`src/rtl/mems_rom_arbiter.sv`:
```
// mems_rom_arbiter: shares one single-port waveform ROM among N_REQ channels with round-robin grants
// Ports: clk, rst_n (async active-low); req/req_addr per channel in; gnt/rd_valid one-hot pulses out;
// rd_data registered ROM byte; rom_addr registered ROM address; rom_dout ROM data in; busy = read in flight.
// Define MEMS_ROM_ARB_FIXED_PRIO_EN for fixed priority (lowest index wins, ptr held at 0).
module mems_rom_arbiter #(
    parameter int N_REQ   = 3,
    parameter int ADDR_W  = 14,
    parameter int DATA_W  = 8,
    parameter int ROM_LAT = 2
) (
    input  logic                    clk,
    input  logic                    rst_n,
    input  logic [N_REQ-1:0]        req,
    input  logic [N_REQ*ADDR_W-1:0] req_addr,
    output logic [N_REQ-1:0]        gnt,
    output logic [N_REQ-1:0]        rd_valid,
    output logic [DATA_W-1:0]       rd_data,
    output logic [ADDR_W-1:0]       rom_addr,
    input  logic [DATA_W-1:0]       rom_dout,
    output logic                    busy
);
    localparam int IW = $clog2(N_REQ);
    typedef enum logic {IDLE, WAIT} state_t;
    state_t state;
    logic [IW-1:0] ptr, owner, win;
    logic [2:0] cnt;
    logic hit;
    logic [ADDR_W-1:0] sel_addr;
    int base, j;
    // search starts at ptr and wraps; first set request wins
    always_comb begin
`ifdef MEMS_ROM_ARB_FIXED_PRIO_EN
        base = 0;
`else
        base = int'(ptr);
`endif
        win = '0;
        hit = 1'b0;
        j = 0;
        sel_addr = '0;
        for (int k = 0; k < N_REQ; k++) begin
            j = base + k;
            if (j >= N_REQ) j = j - N_REQ;
            if (!hit && req[IW'(j)]) begin
                hit = 1'b1;
                win = IW'(j);
            end
        end
        for (int k = 0; k < N_REQ; k++)
            if (win == IW'(k)) sel_addr = req_addr[k*ADDR_W +: ADDR_W];
    end
    always_ff @(posedge clk or negedge rst_n) begin
        if (!rst_n) begin
            state    <= IDLE;
            gnt      <= '0;
            rd_valid <= '0;
            rd_data  <= '0;
            rom_addr <= '0;
            busy     <= 1'b0;
            ptr      <= '0;
            cnt      <= '0;
            owner    <= '0;
        end else begin
            gnt      <= '0;
            rd_valid <= '0;
            if (state == IDLE) begin
                if (hit) begin
                    rom_addr <= sel_addr;
                    gnt      <= N_REQ'(1) << win;
                    owner    <= win;
`ifdef MEMS_ROM_ARB_FIXED_PRIO_EN
                    ptr      <= '0;
`else
                    ptr      <= (win == IW'(N_REQ-1)) ? '0 : win + 1'b1;
`endif
                    cnt      <= '0;
                    busy     <= 1'b1;
                    state    <= WAIT;
                end
            end else begin
                cnt <= cnt + 3'd1;
                if (cnt == 3'(ROM_LAT-1)) begin
                    rd_data  <= rom_dout;
                    rd_valid <= N_REQ'(1) << owner;
                    busy     <= 1'b0;
                    state    <= IDLE;
                end
            end
        end
    end
endmodule

```
`config.mk`:
```
export PLATFORM = sky130hd
export DESIGN_NAME = mems_rom_arbiter
export DESIGN_NICKNAME = d
export VERILOG_FILES = /design/src/rtl/mems_rom_arbiter.sv
export SDC_FILE = /design/constraint.sdc
export NUM_CORES = 1
export LEC_CHECK = 0
export ABC_AREA = 0
export ABC_CLOCK_PERIOD_IN_PS = 2950
export BUFFER_PORTS_ARGS = -buffer_cell sky130_fd_sc_hd__buf_2
export CAP_MARGIN = 20
export CORE_UTILIZATION = 47
export CTS_CLUSTER_DIAMETER = 40
export DETAILED_ROUTE_END_ITERATION = 8
export GPL_TIMING_DRIVEN = 0
export PLACE_DENSITY_LB_ADDON = 0.12
export SLEW_MARGIN = 20
export SYNTH_ARGS = -nofsm -noshare
export SYNTH_HDL_FRONTEND = slang
export SYNTH_SLANG_ARGS = --single-unit
export TNS_END_PERCENT = 1
```
`constraint.sdc`:
```
create_clock -name clk -period 2.95 [get_ports clk]
set_clock_uncertainty 0.15 [all_clocks]
set_input_delay 0.1475 -clock clk [delete_from_list [all_inputs] [get_ports clk]]
set_output_delay 0.1475 -clock clk [all_outputs]
set_load 0.005 [all_outputs]
```
# After elaboration in Yosys (flattened, before gate mapping)
# Cells that the tools add are included.
# totals
regBits,37
inputBits,55
out_inout_bits,29
# op_classes
n_addsub,7
n_lt_le_gt_ge,6
eq_ne,4
shifts,2
n_mux,34
n_bitwise,1
n_reduce_logical,9
# ops
cell,count
$mux W14,3
$mux W3,6
$mux W1,15
$mux W2,7
$lt A2 B4 Y1 const B,3
$bmux W1 S2,3
$ge A3 B2 Y1 const B,2
$reduce_and A2 Y1,3
$shl A1 B2 Y3 const A,2
$sub A2 B2 Y2 const B,3
$add A2 B1 Y3 const B,1
$add A2 B2 Y3 const B,1
$add A3 B1 Y3 const B,1
$eq A3 B1 Y1 const B,1
$add A2 B1 Y2 const B,1
$eq A2 B1 Y1 const B,1
$eq A2 B2 Y1 const B,1
$ge A2 B2 Y1 const B,1
$logic_and A1 B1 Y1,2
$logic_not A1 Y1,2
$logic_not A2 Y1,1
$ne A2 B1 Y1 const B,1
$reduce_bool A2 Y1,1
$not A1 Y1,1

# Longest topological paths before layout
# Gate-level depths: netlist (run 1).
# logic_depth
ltp_word,16
ltp_mapped,10
ltp_nobuf,8

# Worst setup path before layout (run 1)
# OpenSTA, ideal clock, no wires.
# synth_path
path_kind,flip-flop to flip-flop
from,reg ptr[0]
to,reg rom_addr[10]
arrival_time_ns,2.298
setup_slack_ns,0.376
stages_incl_launch_ff,9
n_path_buf,0
synth_period_minus_slack_ns,2.574
cell_sequence,dfrtp_1 inv_1 ha_1 nand2b_1 a21o_1 a311oi_1 o21a_4 mux2_4 a221o_1
# synth_between
elab_chain_len,16
word_cells_on_any_way,37
cone_classes,add/sub: 5; order compare: 3; eq/ne: 2; mux: 21; reduce/logical: 6
# synth_lines
element,line,text
start: declaration,25,"logic [IW-1:0] ptr, owner, win;"
start signal: assignment,74,ptr <= (win == IW'(N_REQ-1)) ? '0 : win + 1'b1;
branches (longest 16 deep; another with $add A2 B1 Y3),-,
end signal: assignment,68,rom_addr <= sel_addr;
end: declaration,18,"output logic [ADDR_W-1:0] rom_addr,"
# Several ways; the timed one is not identified. The select of a mux whose other input is x is not followed.
# A chain may end at the register's enable or synchronous reset.

# Worst setup path after layout (run 1)
# layout_path
from,reg ptr[0]
to,reg rom_addr[13]
# The elaborated chain is that of the path after synthesis.

==> results of run 1 <==
-- area by class of cell --
| type | instances | area [sq um] |
|---|---|---|
| Multi-Input combinational cell | 146 | 967.2 |
| Inverter | 6 | 22.52 |
| Sequential cell | 37 | 925.9 |
| Timing Repair Buffer | 98 | 565.5 |
| Clock inverter | 3 | 65.06 |
| Clock buffer | 5 | 68.82 |
| Buffer | 8 | 38.79 |
| Tap cell | 48 | 60.06 |
| Fill cell | 293 | 1085 |
-- report_power, final --
| part | internal, mW | switching, mW |
|---|---|---|
| sequential | 0.734 | 0.119 |
| combinational | 0.730 | 0.869 |
| clock | 0.336 | 0.177 |
| total | 1.80 | 1.17 |
-- routing by layer --
metal,GRT usage (%),wire length (um)
met1,28.19,2071
met2,40.05,2251
met3,7.069,329
met4,9.043,79
met5,0,0
-- metrics by stage --
stage                     utilization, %  hold WS, ps  total power, mW  cell area (sq um)
after floorplan                        -       -298.1            1.934               1936
after global placement             63.47        140.2            2.374               2411
after detailed placement           63.47        131.5            2.406               2411
after CTS                          70.98       0.1483            2.950               2696
after global routing               71.44        14.24            3.239               2714
final                              71.44     -0.09495            2.965               2714
-- worst max-delay path, cell delays in order, from the launching register on --
cell and delay (ps):
dfrtp_1 400, inv_1 90, ha_2 400, nor2b_1 200
o21ai_1 140, a311o_1 400, o2bb2ai_1 150, clkbuf_2 210
a221oi_1 350, o31ai_1 110
-- registers in the layout (all words and copies together) (netlist names) --
name / cells
cnt: 3
ptr: 2
rd_valid: 3
rd_data: 8
gnt: 3
owner: 2
rom_addr: 14
busy: 1
state: 1
-- logic make-up after synthesis --
group | after synthesis | share of synthesized area [%]
XOR/XNOR | 1 | 0.4526
flip-flops | 37 | 47.83
adder cells (fa/ha/maj) | 6 | 3.878
multiplexers | 7 | 4.719
AND/OR/NAND/NOR | 86 | 21.14
buffers and inverters | 15 | 3.102
AO/OA/AOI/OAI | 46 | 18.88
-- worst min path at each step --
stage	to	slack, ps	depth (start not counted)
after CTS	rom_addr[1]$_DFFE_PN0P_	0.1	3
final	rom_addr[1]$_DFFE_PN0P_	-0.09	3
after detailed placement	rd_data[3]$_DFFE_PN0P_	130	1
after floorplan	busy$_DFFE_PN0P_	-300	0
after global placement	rd_data[5]$_DFFE_PN0P_	140	1
after global routing	rom_addr[0]$_DFFE_PN0P_	10	3
-- cell usage in the layout, fill, tap and decap left out, types with 2 or more instances in the layout --
cell           synthesis  routed
buf_2                  3      86
nand2_1               41      41
dfrtp_1               37      37
dlygate4sd3_1          0      15
and2_1                14      14
nor2_1                13      13
o31ai_1               10      10
a221oi_1              10       9
inv_1                  5       5
nor2b_1                5       5
a221o_1                5       5
clkbuf_8               0       5
o21ai_1                4       4
a21o_1                 4       4
clkbuf_2               0       4
mux2_4                 4       4
ha_1                   6       4
and2_0                 3       3
o21ai_0                3       3
mux2i_1                2       2
nand3b_1               2       2
nor3b_1                2       2
nor3_1                 2       2
ha_2                   0       2
bufinv_16              0       2
-- what timing repair did --
action | 4_1_cts | 5_1_grt
hold buffers | 15 | 0
pin swaps | 0 | 0
endpoints found under the setup margin | 10 | 18
hold endpoints to repair | 51 | 0
resized for setup | 1 | 10
setup buffers | 0 | 0
==> metrics.yaml, run 1 <==
die:
  ios: 84
  core_sq_um: 3799
  start_util_pct: 50.96
  rows: 22
  dieArea_sq_um: 4379
  die_h_um: 66.18
  die_w_um: 66.18
worst_setup_path:
  rrSetupSlack_ps: 220
  start_kind: "flop"
  endpoint: "rom_addr[13]$_DFFE_PN0P_"
  required_ps: 2970
  crit_start: "ptr[0]$_DFFE_PN0P_"
  cp_max_fo: 10
  rr_endpoint: "rom_addr[13]$_DFFE_PN0P_"
  crit_type: "reg -> reg"
  crit_arrival_ps: 2740
  timing.rr.start: "ptr[0]$_DFFE_PN0P_"
  setup.worst_path.end_class: "flop"
  worstRegToRegCells: 9
clock_tree:
  cts_tree: "yes"
  clk_pin_slew_ps: 70
  cts_made_buffers: 5
  cts_root_buffer: "clkbuf_8"
  htreeDepth: 2
  cts_max_path_buffers: 2
  cts.sinks: 37
  clkLatencyLatePin_ps: 290
power:
  p_leak_nw: 1.409
  max-vdd-ir-drop_mv: 0.6117
  power_density_nw_per_um2: 1093
place:
  pre_cts_slack_ps: -50.67
  portBuffers: 83
  hpwl_mm: 3.332
  dpl.cell_count: 329
  gp_congestion: 0.8982
run_status:
  violations: "negative hold slack"
  status: "complete, but fails checks"
detailed_routing:
  drc: 0
  wl_mm: 4.732
  vias: 1839
  drt-wirelength-per-cell_um: 13.48
  drtIter0Drc: 90
  viasPerCell: 5.239
  final_antenna_net_count: 0
  dr.pass1.iters: 4
global_routing:
  grt_pass1_wl_mm: 7.707
  antenna_found_initial: 0
  grt_pass1_vias: 1739
  track_usage_pct: 23.70
  grt_max_degree: 38
  overflow: 0
synth:
  synth.area.top_cells: "dfrtp_1 (48%), nand2_1 (8.0%), a221oi_1 (4.5%), and2_1 (4.5%), ha_1 (3.9%)"
  async_reset_ff_share_pct: 100.0
  ys_warn_count: 0
  syn_area_sq_um: 1936
  synth_top_area_share_pct: 47.83
  synthFlopType: "dfrtp_1"
  seq_area_frac_synth_pct: 47.83
  syn-num-nets: 259
  yosysMostFrequentCell: "nand2_1"
  synth_edf_count: 0
  ys_ff_latch: 37
  syn_avg_cell_area_sq_um: 9.776
  yosys.area.top_type: "dfrtp_1"
  yosys-top-cells-count: "nand2_1 (41), dfrtp_1 (37), and2_1 (14)"
  ys_types: 38
  syn-instance-count: 198
timing:
  fin_crit_sh_pct: 92.38
  period_minus_slack_ps: 2725
  setup-tns-final_ps: 0
  clock.fmax_ghz: 0.3669
  slew_headroom_pct: 47.76
  slew_violations: 0
  hold_viol_final: 1
  finalSetupViolations: 0
  rsz0062_at_grt: "yes"
  layout_setup_ws_ps: 224.7
  holdWs_ps: -0.09495
  worstMarginPinSlew_ps: 783.5
final_layout:
  area_growth_pct: 40.21
  num_antenna_cells: 0
  nets: 363
  fin_cells: 351
  drive_gt1_share_pct: 36.63
min_path:
  hp-class: "in -> reg"
  worstHoldStart: "req_addr[29]"
run:
  cap_violations: 0
Note: power is estimated with default switching activity, not from simulation.
==> run 2, diff against run 1 <==
--- a/config.mk
+++ b/config.mk
@@ -8,7 +8,7 @@
 export ABC_AREA = 0
 export ABC_CLOCK_PERIOD_IN_PS = 2950
 export BUFFER_PORTS_ARGS = -buffer_cell sky130_fd_sc_hd__buf_2
-export CAP_MARGIN = 20
+export CORE_ASPECT_RATIO = 1.2
 export CORE_UTILIZATION = 47
 export CTS_CLUSTER_DIAMETER = 40
 export DETAILED_ROUTE_END_ITERATION = 8
==> run 2 against run 1 <==
Net effect: the run now ends clean; routed wire length rose by 0.13%; critical path depth fell by 1; via count rose by 1.3%; clock power fell by 31%.
==> metrics.yaml, run 2 (same netlist as run 1, synthesis figures left out) <==
detailed_routing:
  drtIter0Drc: 69  # -23%
  drc: 0  # unchanged
  vias: 1863  # +1.3%
  drt-wirelength-per-cell_um: 13.12  # -2.6%
  wl_mm: 4.738  # +0.13%
  final_antenna_net_count: 0  # unchanged
  dr.pass1.iters: 4  # unchanged
  viasPerCell: 5.161  # -1.5%
clock_tree:
  clk_pin_slew_ps: 70  # about the same
  clkLatencyLatePin_ps: 290  # about the same
  cts_made_buffers: 5  # unchanged
  cts.sinks: 37  # unchanged
  cts_setup_buffers: 0  # unchanged
  cts_max_path_buffers: 2  # unchanged
  cts_root_buffer: "clkbuf_8"
  htreeDepth: 2  # unchanged
  cts_tree: "yes"
die:
  dieArea_sq_um: 4380  # about the same
  ios: 84  # unchanged
  die_w_um: 60.58  # -8.5%
  start_util_pct: 49.11  # -1.8 points
  die_h_um: 72.30  # +9.3%
  rows: 25  # +14%
  core_sq_um: 3941  # +3.8%
timing:
  rsz0062_at_grt: "no"
  holdWs_ps: 8.546  # +8.641 ps
  setup-tns-final_ps: 0  # unchanged
  slew_violations: 0  # unchanged
  worstMarginPinSlew_ps: 807.4  # +23.85 ps
  clock.fmax_ghz: 0.3566  # -2.8%
  finalSetupViolations: 0  # unchanged
  slew_headroom_pct: 46.17  # -1.6 points
  hold_viol_final: 0  # -1
  period_minus_slack_ps: 2804  # +78.85 ps
  fin_crit_sh_pct: 95.06  # +2.7 points
run:
  cap_violations: 0  # unchanged
final_layout:
  reg.largest.list: "rom_addr (14), rd_data (8)"
  area_growth_pct: 40.01
  final_area_sq_um: 2710  # -0.14%
  num_antenna_cells: 0  # unchanged
  drive_gt1_share_pct: 35.50  # -1.1 points
  largest_register_ffs: 14  # unchanged
  fillers: 345  # +18%
  final_cell_mix: "buf_2 (86), nand2_1 (41), dfrtp_1 (37)"
  top_register: "rom_addr"
  nets: 367  # +1.1%
  final_common_cell: "buf_2"
  fin_util_pct: 68.76  # -2.7 points
global_routing:
  grt_pass1_wl_mm: 7.576  # -1.7%
  overflow: 0  # unchanged
  track_usage_pct: 23.04  # -0.66 points
  grt_max_degree: 38  # unchanged
  antenna_found_initial: 0  # unchanged
  grt_pass1_vias: 1763  # +1.4%
power:
  seqPwrFrac_pct: 30.5  # +1.7 points
  p_comb_share_pct: 56.8  # +2.9 points
  max-vdd-ir-drop_mv: 0.7411  # +21%
  p_int_mw: 1.625  # -9.7%
  switching_share_pct: 41.74  # +2.4 points
  p_leak_nw: 1.406  # -0.19%
  p_clk_share_pct: 12.7  # -4.6 points
  p_sw_mw: 1.164  # -0.11%
  power_density_nw_per_um2: 1029  # -5.8%
worst_setup_path:
  required_ps: 2970  # about the same
  worstRegToRegCells: 8  # -1
  crit_start: "ptr[0]$_DFFE_PN0P_"
  crit_type: "reg -> reg"
  endpoint: "rom_addr[9]$_DFFE_PN0P_"
  timing.rr.start: "ptr[0]$_DFFE_PN0P_"
  rrSetupSlack_ps: 150  # -80 ps
  crit_arrival_ps: 2830  # +90 ps
  cp_max_fo: 9  # -1
  start_kind: "flop"
  setup.worst_path.end_class: "flop"
  rr_endpoint: "rom_addr[9]$_DFFE_PN0P_"
place:
  gp_congestion: 0.7821  # -13%
  hpwl_mm: 3.333  # about the same
  place_area_sq_um: 2419  # +0.31%
  portBuffers: 83  # unchanged
min_path:
  hp-class: "in -> reg"
run_status:
  status: "complete, no violations"
run 2: changes by cell type in the layout (fill, tap and decap cells not counted), sizes merged:
| cell | before | now |
|---|---|---|
| bufinv | 2 | 0 |
| clkinv | 2 | 4 |
| dlygate4sd3 | 15 | 19 |
run 2: per-stage QoR:
step                setup WS (ps)  instances  power [mW]
CTS                         75.33        362       2.789
global placement           -19.36        335       2.381
detailed placement         -38.11        335       2.403
floorplan                   375.5        198       1.934
finish                      145.8        361       2.790
global route                3.809        361       3.051
run 2: how the worst min path moves through the flow:
| stage | slack (ps) | from | depth (start not counted) | endpoint |
|---|---|---|---|---|
| detailed placement | 150 | rst_n | 1 | rd_data[1]$_DFFE_PN0P_ |
| finish | 9 | req_addr[30] | 3 | rom_addr[2]$_DFFE_PN0P_ |
| global placement | 130 | rst_n | 1 | rd_data[4]$_DFFE_PN0P_ |
| global route | 10 | req_addr[28] | 3 | rom_addr[0]$_DFFE_PN0P_ |
| floorplan | -300 | rst_n | 0 | busy$_DFFE_PN0P_ |
| CTS | 5 | req_addr[29] | 3 | rom_addr[1]$_DFFE_PN0P_ |
run 2: power groups by stage:
stage	clock (mW)	combinational (mW)	sequential, mW
2_1_floorplan	0	1.06	0.871
3_3_place_gp	0	1.52	0.856
3_5_place_dp	0	1.54	0.859
4_1_cts	0.368	1.57	0.851
5_1_grt	0.381	1.79	0.878
6_report	0.355	1.58	0.850
run 2: repair_timing:
action / 4_1_cts / 5_1_grt
gates cloned: 0 / 0
resized for setup: 1 / 8
hold buffers: 19 / 0
setup endpoints to repair: 9 / 14
endpoints found under the hold margin: 55 / 0
run 2: worst max-delay path, cell delays in order, from the launching register on:
cell,delay [ps]
dfrtp_1,410
inv_1,80
ha_1,400
nand2b_1,190
a21o_1,180
a311oi_1,420
o21a_4,230
mux2_4,310
a221o_1,310
run 2: layout make-up:
cell class                      instances  area (sq um)  share of cell area, %
Timing Repair Buffer                  102         605.6                  22.35
Clock inverter                          3         22.52                 0.8310
Inverter                                6         22.52                 0.8310
Sequential cell                        37         925.9                  34.16
Multi-Input combinational cell        146         958.4                  35.36
Tap cell                               54         67.56                  2.493
Buffer                                  8         38.79                  1.431
Clock buffer                            5         68.82                  2.539
run 2: per-layer routing:
metal	vias to the layer above	part of all wire, %	global-route usage (%)
met5	-	0	0
met3	8	5.3	4.991
met2	68	49	38.95
li1	917	-	-
met4	0	1.5	7.576
met1	870	44	28.82
